`src/rtl/ahb_pkg.sv`:
```
`default_nettype none
// ============================================================================
// Module   : ahb_pkg
// Brief    : AHB transfer/response encodings, data-phase states, slave indices.
// Revision : 1.0
// ============================================================================
package ahb_pkg;

   localparam logic [1:0] c_htrans_idle   = 2'b00;
   localparam logic [1:0] c_htrans_busy   = 2'b01;
   localparam logic [1:0] c_htrans_nonseq = 2'b10;
   localparam logic [1:0] c_htrans_seq    = 2'b11;

   localparam logic c_hresp_okay  = 1'b0;
   localparam logic c_hresp_error = 1'b1;

   // Select-bit positions, shared with the address decoder
   localparam int c_slv0_idx = 0;
   localparam int c_slv1_idx = 1;
   localparam int c_slv2_idx = 2;

   typedef enum logic [2:0] {
      DP_IDLE = 3'd0,
      DP_SLV0 = 3'd1,
      DP_SLV1 = 3'd2,
      DP_SLV2 = 3'd3,
      DP_ERR1 = 3'd4,
      DP_ERR2 = 3'd5
   } dp_state_t;

   function automatic logic trans_active(input logic [1:0] htrans);
      return (htrans == c_htrans_nonseq) || (htrans == c_htrans_seq);
   endfunction

endpackage
`default_nettype wire

```
`src/rtl/ahb_default_slave.sv`:
```
`default_nettype none
// ============================================================================
// Module   : ahb_default_slave
// Brief    : Answers unmapped transfers with a two-cycle ERROR, OKAY otherwise.
// Revision : 1.0
// ============================================================================
module ahb_default_slave
   import ahb_pkg::*;
(
   input  logic       HCLK,
   input  logic       HRESETn,
   input  logic       HSEL,
   input  logic [1:0] HTRANS,
   input  logic       HREADY,
   output logic       HREADYOUT,
   output logic       HRESP
);

   dp_state_t r_state;
   dp_state_t w_next;

   always_ff @(posedge HCLK or negedge HRESETn) begin
      if (!HRESETn) r_state <= DP_IDLE;
      else          r_state <= w_next;
   end

   always_comb begin
      w_next    = r_state;
      HREADYOUT = 1'b1;
      HRESP     = c_hresp_okay;
      case (r_state)
         DP_ERR1: begin
            HREADYOUT = 1'b0;
            HRESP     = c_hresp_error;
         end
         DP_ERR2: HRESP = c_hresp_error;
         default: ;
      endcase
      // ERR1 stalls the bus, so it must advance on its own
      if (r_state == DP_ERR1)
         w_next = DP_ERR2;
      else if (HREADY)
         w_next = (HSEL && trans_active(HTRANS)) ? DP_ERR1 : DP_IDLE;
   end

endmodule
`default_nettype wire

```
`src/rtl/ahb_slave_mux.sv`:
```
`default_nettype none
// ============================================================================
// Module   : ahb_slave_mux
// Brief    : AHB read-data/ready/response mux for three slaves plus default slave.
// Revision : 1.0
// ============================================================================
module ahb_slave_mux
   import ahb_pkg::*;
#(
   parameter int DATA_WIDTH = 32,
   parameter int NUM_SLAVES = 3
)(
   input  logic                  HCLK,
   input  logic                  HRESETn,
   input  logic                  HSEL0,
   input  logic                  HSEL1,
   input  logic                  HSEL2,
   input  logic [1:0]            HTRANS,
   input  logic [DATA_WIDTH-1:0] HRDATA0,
   input  logic [DATA_WIDTH-1:0] HRDATA1,
   input  logic [DATA_WIDTH-1:0] HRDATA2,
   input  logic                  HREADYOUT0,
   input  logic                  HREADYOUT1,
   input  logic                  HREADYOUT2,
   input  logic                  HRESP0,
   input  logic                  HRESP1,
   input  logic                  HRESP2,
   output logic [DATA_WIDTH-1:0] HRDATA,
   output logic                  HREADY,
   output logic                  HRESP
);

   logic [NUM_SLAVES-1:0] w_hsel;
   logic                  w_def_hreadyout;
   logic                  w_def_hresp;
   dp_state_t             r_state;
   dp_state_t             w_next;

   assign w_hsel = {HSEL2, HSEL1, HSEL0};

   ahb_default_slave u_default_slave (
      .HCLK      (HCLK),
      .HRESETn   (HRESETn),
      .HSEL      (~|w_hsel),
      .HTRANS    (HTRANS),
      .HREADY    (HREADY),
      .HREADYOUT (w_def_hreadyout),
      .HRESP     (w_def_hresp)
   );

   always_ff @(posedge HCLK or negedge HRESETn) begin
      if (!HRESETn) r_state <= DP_IDLE;
      else          r_state <= w_next;
   end

   always_comb begin
      HRDATA = '0;
      HREADY = w_def_hreadyout;
      HRESP  = w_def_hresp;
      w_next = r_state;
      case (r_state)
         DP_SLV0: begin
            HRDATA = HRDATA0;
            HREADY = HREADYOUT0;
            HRESP  = HRESP0;
         end
         DP_SLV1: begin
            HRDATA = HRDATA1;
            HREADY = HREADYOUT1;
            HRESP  = HRESP1;
         end
         DP_SLV2: begin
            HRDATA = HRDATA2;
            HREADY = HREADYOUT2;
            HRESP  = HRESP2;
         end
         default: ;
      endcase
      // Lowest select index wins if the decoder ever drives more than one
      if (r_state == DP_ERR1)
         w_next = DP_ERR2;
      else if (HREADY) begin
         if      (w_hsel[c_slv0_idx]) w_next = DP_SLV0;
         else if (w_hsel[c_slv1_idx]) w_next = DP_SLV1;
         else if (w_hsel[c_slv2_idx]) w_next = DP_SLV2;
         else if (trans_active(HTRANS)) w_next = DP_ERR1;
         else                         w_next = DP_IDLE;
      end
   end

endmodule
`default_nettype wire

```
`config.mk`:
```
export PLATFORM = sky130hd
export DESIGN_NAME = ahb_slave_mux
export DESIGN_NICKNAME = d
export VERILOG_FILES = /design/src/rtl/ahb_pkg.sv /design/src/rtl/ahb_default_slave.sv /design/src/rtl/ahb_slave_mux.sv
export SDC_FILE = /design/constraint.sdc
export NUM_CORES = 1
export LEC_CHECK = 0
export ABC_AREA = 1
export BUFFER_PORTS_ARGS = -buffer_cell sky130_fd_sc_hd__buf_2
export CAP_MARGIN = 10
export CORE_UTILIZATION = 27
export CTS_CLUSTER_SIZE = 14
export DETAILED_ROUTE_END_ITERATION = 16
export HOLD_SLACK_MARGIN = 0.02
export PLACE_DENSITY = 0.78
export SLEW_MARGIN = 15
export SYNTH_ARGS = -nofsm -noshare
export SYNTH_HDL_FRONTEND = slang
export SYNTH_HIERARCHICAL = 1
export SYNTH_SLANG_ARGS = --single-unit
```
`constraint.sdc`:
```
create_clock -name HCLK -period 1.2 [get_ports HCLK]
set_input_delay 0.12 -clock HCLK [delete_from_list [all_inputs] [get_ports HCLK]]
set_output_delay 0.12 -clock HCLK [all_outputs]
set_load 0.02 [all_outputs]
```
---- Yosys cells after proc, flatten, opt, wreduce, memory -nomap -nowiden ----
Cells that the tools add are included.
operators by class
  equal/unequal tests ..................... 8
  muxes and demuxes ....................... 14
  reduce and logical (&&, ||, !) cells .... 7
operators with widths
  kind                                                                    count
  32-bit case mux with 3 select lines                                     1
  3-bit 2-to-1 mux                                                        9
  3-bit equality test (second input constant)                             3
  3-bit by 2-bit equality test with 1-bit output (second input constant)  2
  1-bit case mux with 3 select lines                                      2
  2-bit equality test (second input constant)                             2
  2-bit nonzero test                                                      2
  3-bit by 1-bit equality test with 1-bit output (second input constant)  1
  3-bit OR reduction                                                      1
  1-bit 2-to-1 mux                                                        2
  2-bit OR reduction                                                      1
  1-bit logical AND                                                       1
  1-bit zero test                                                         1
  1-bit logical OR                                                        1
storage, ports and cells
  register bits ........................... 6
  input port bits ......................... 109
  output and inout bits ................... 34
  word-level logic and storage cells ...... 31

---- Logic depth before layout (Yosys ltp) ----
  depth after elaboration ................. 8
  gate-level depth with buffers ........... 9

---- Cells and area by module ----
The synthesis kept the hierarchy.
modules (own cells, without submodules)
  module             instances  cells an instance  area an instance (µm²)
  ahb_slave_mux      1          179                858.3
  ahb_default_slave  1          12                 93.8

---- Least setup slack after synthesis ----
OpenSTA, ideal clock, no wires.
  path kind ............................... reg-to-reg
  start ................................... register r_state[0] (netlist name)
  end ..................................... register u_default_slave.r_state[2]
  arrival ................................. 1.215 ns
  data required time ...................... 1.082 ns
  setup slack ............................. -0.133 ns
  stages on the path, launching flop included .. 9
  buffers on the path ..................... 0
  clock period less this slack ............ 1.333 ns
  path through ............................ dfrtp_1 inv_2 nor2_4 nor2_1 nand2_1 nand2_1 nand2_1 nand2_1 nand2_1
RTL lines
  item                  line                     RTL
  to (signal assigned)  ahb_default_slave.sv:24  else r_state <= w_next;
  to (decl)             ahb_default_slave.sv:19  dp_state_t r_state;

==> results.py <==
metrics = {
    "floorplan": {
        "die-area_um2": 3770,
        "die_x_um": 61.4,
        "core_region_area_um2": 3360,
        "die_height_um": 61.4,
        "io_pins": 143,
        "placementRows": 21,
        "initial_core_util": 0.283,
    },
    "power_and_ir_drop": {
        "p_sw_frac": 0.480,
        "p_comb_frac": 0.928,
        "clkPwrFrac": 0.027,
        "power_density_nw_per_um2": 2630,
        "ir_worst_vdd_mv": 1.54,
        "p_seq_frac": 0.045,
        "leakagePower_nw": 1.52,
        "p_int_mw": 3.70,
        "switchingPower_mw": 3.41,
    },
    "clocking": {
        "root_buffer": "clkbuf_4",
        "cts_buffer_depth": 2,
        "h-tree-depth": 1,
        "path_clk_slew_ns": 0.04,
        "cts_sinks": 5,
        "clk_latency_ns": 0.24,
        "cts_inserted_buffers": 3,
        "cts_tree": "yes",
    },
    "hold_path": {
        "hold_path_class": "in -> reg",
    },
    "global_routing": {
        "grt_overflow_total": 0,
        "met2_usage": 0.425,
        "first_global_vias": 1559,
        "busiest_layer": "met2",
        "grt_max_degree": 23,
        "grt_usage": 0.223,
        "grt_use_met3": 0.0147,
        "antenna_found_initial": 0,
        "grt_pass1_wl_um": 6310,
        "grt_util_met1": 0.263,
    },
    "setup_path": {
        "arrival_ns": 1.49,
        "cp-start-kind": "flop",
        "worst_setup_path_end_kind": "output pin",
        "setup.worst_path.class": "reg -> out",
        "critPathRequiredTime_ns": 1.08,
        "cp_max_fo": 6,
    },
    "detailed_routing": {
        "finalWirelength_um": 5770,
        "wl_per_cell_um": 14.3,
        "drc_errors": 0,
        "vias_per_cell": 4.92,
        "drtAntennaViolNets": 0,
        "first_iter_violations": 96,
        "vias": 1981,
        "dr.pass1.iters": 4,
    },
    "status": {
        "failed_checks": "setup timing",
        "status": "finished with violations",
    },
    "cells_and_area": {
        "syn2layout_area_growth_pct": 184,
        "nFillCells": 245,
        "fin_nets": 467,
        "insertedDiodeCount": 0,
        "drive_above_1_share": 0.765,
    },
    "logic_synthesis": {
        "avgSynthCellArea_um2": 4.99,
        "yosysMostFrequentCell": "nand2_1",
        "yosys.area_share.xor_xnor": 0,
        "yosys.area_share.simple": 0.677,
        "synthMuxAreaShare": 0,
        "synth_edf_count": 0,
        "synthCells": 191,
        "yosys.area.top_type": "nand2_1",
        "ys_types": 17,
        "async_flop_share": 1.00,
        "synth-compound-area-share": 0.0815,
        "syn_area_um2": 952,
        "yosys-top-cells-count": "nand2_1 (107), nand3_1 (32), a22oi_1 (8), inv_1 (7), buf_4 (6)",
        "synth-main-ff-cell": "dfrtp_1",
        "synth_top_family_by_area": "simple AND/OR/NAND/NOR gates",
        "yosys_warnings": 6,
        "synthAdderAreaFrac": 0,
        "synth-seq-cells": 5,
        "netlist.area_leader.share": 0.422,
        "synth_nets": 300,
        "synth_area_leaders": "nand2_1 (42%), nand3_1 (17%), dfrtp_1 (13%), a22oi_1 (6.3%), buf_4 (4.7%)",
        "seq_area_frac_synth": 0.131,
    },
    "timing": {
        "worst_slack_ns": -0.413,
        "fin_setup_tns_ns": -14.41,
        "period_minus_slack_ns": 1.61,
        "hold_slack_ns": 0.130,
        "max_slew.worst_pin.slew_ns": 0.260,
        "fin_worst_skew_ns": 0.000469,
        "fin_crit_sh": 1.34,
        "rsz0062_at_grt": "true",
        "drv_slew": 0,
        "finalSetupViolations": 39,
        "hold_viol": 0,
        "slew_headroom": 0.826,
        "max_freq_mhz": 620,
    },
    "placement": {
        "portBuffers": 141,
        "place_congestion": 0.822,
        "hpwl_um": 3460,
    },
    "flow_run": {
        "cap_viol_max_count": 0,
    },
}
## what timing repair did
item	4_1_cts	5_1_grt
buffers inserted	7	4
hold buffers	1	0
hold endpoints to repair	5	0
resized for setup	65	75
pin swaps	5	31
endpoints found under the setup margin	38	39
cloned	1	7
## cell usage in the layout (no fill, tap or decap), types with 3 or more instances in the layout
cell type	synthesis	final
buf_6	0	39
nand2_4	0	3
inv_1	7	6
buf_8	0	3
nand3_2	0	26
nand2_1	107	56
clkbuf_4	0	3
nand2_2	2	50
clkbuf_16	0	6
buf_12	0	5
inv_2	4	3
nor3_1	3	3
dfrtp_1	5	3
nand4_1	3	3
a22oi_2	0	8
nand3_1	32	6
nor2_4	1	4
buf_4	6	10
buf_2	3	107
## metal layers
metal / vias up / part of all wire
li1: 958 / -
met1: 905 / 0.37
met2: 104 / 0.53
met3: 14 / 0.081
met4: 0 / 0.019
met5: - / 0
## cell type report
cell class              instances  area, µm²  share of cell area
flip-flops and latches          5        128              0.0472
clock buffers                   4       26.3             0.00972
repair buffers                172       1380               0.512
well taps                      46       57.6              0.0213
multi-input cells             165       1060               0.391
inverters                      11       51.3              0.0190
## flip-flops by register name (all words and copies together), names as in the netlist
name,count
r_state,3
u_default_slave/r_state,2
## cell families (layout without fill, tap and decap cells)
family | after synthesis | count (layout)
AND/OR/NAND/NOR | 154 | 154
buffers and inverters | 21 | 187
AO/OA/AOI/OAI | 11 | 11
flip-flops | 5 | 5
## metrics by stage
stage	instances	util	instance area (µm²)	worst slack (ns)	total power, mW
3_5_place_dp	379	0.583	1960	-0.180	4.44
4_1_cts	392	0.674	2270	-0.390	5.65
5_1_grt	403	0.804	2700	-0.469	7.53
2_1_floorplan	191	-	1140	-0.0374	3.11
3_3_place_gp	379	0.583	1960	-0.136	4.39
6_report	403	0.804	2700	-0.413	7.12
## critical path, cell delays in order (launching register included)
cell	delay [ns]
dfrtp_1	0.39
buf_6	0.13
buf_6	0.11
nor2_4	0.10
buf_12	0.14
clkbuf_16	0.15
nand2_2	0.05
nand3_2	0.07
buf_6	0.11
## power by group through the flow
stage	Combinational [mW]	Sequential [mW]	Clock, mW
after floorplan	2.80	0.312	0
after global placement	4.08	0.308	0
after detailed placement	4.13	0.310	0
after CTS	5.13	0.318	0.199
after global routing	6.99	0.329	0.214
final	6.60	0.321	0.192
## path summary, 6_finish.rpt
kind / startpoint / endpoint / slack (ns) / cells after the start
setup / recovery: r_state[0] / HRDATA[3] / -0.41 / 8
hold / removal: HTRANS[1] / u_default_slave/r_state[2] / 0.13 / 3
setup reg to reg: r_state[0] / u_default_slave/r_state[0] / -0.26 / 11
hold reg to reg: u_default_slave/r_state[2] / u_default_slave/r_state[2] / 0.52 / 2
max in group asynchronous: HRESETn / r_state[2] / 0.81 / 2
min in group asynchronous: HRESETn / u_default_slave/r_state[2] / 0.23 / 2
Note: power is estimated with default switching activity, not from simulation.
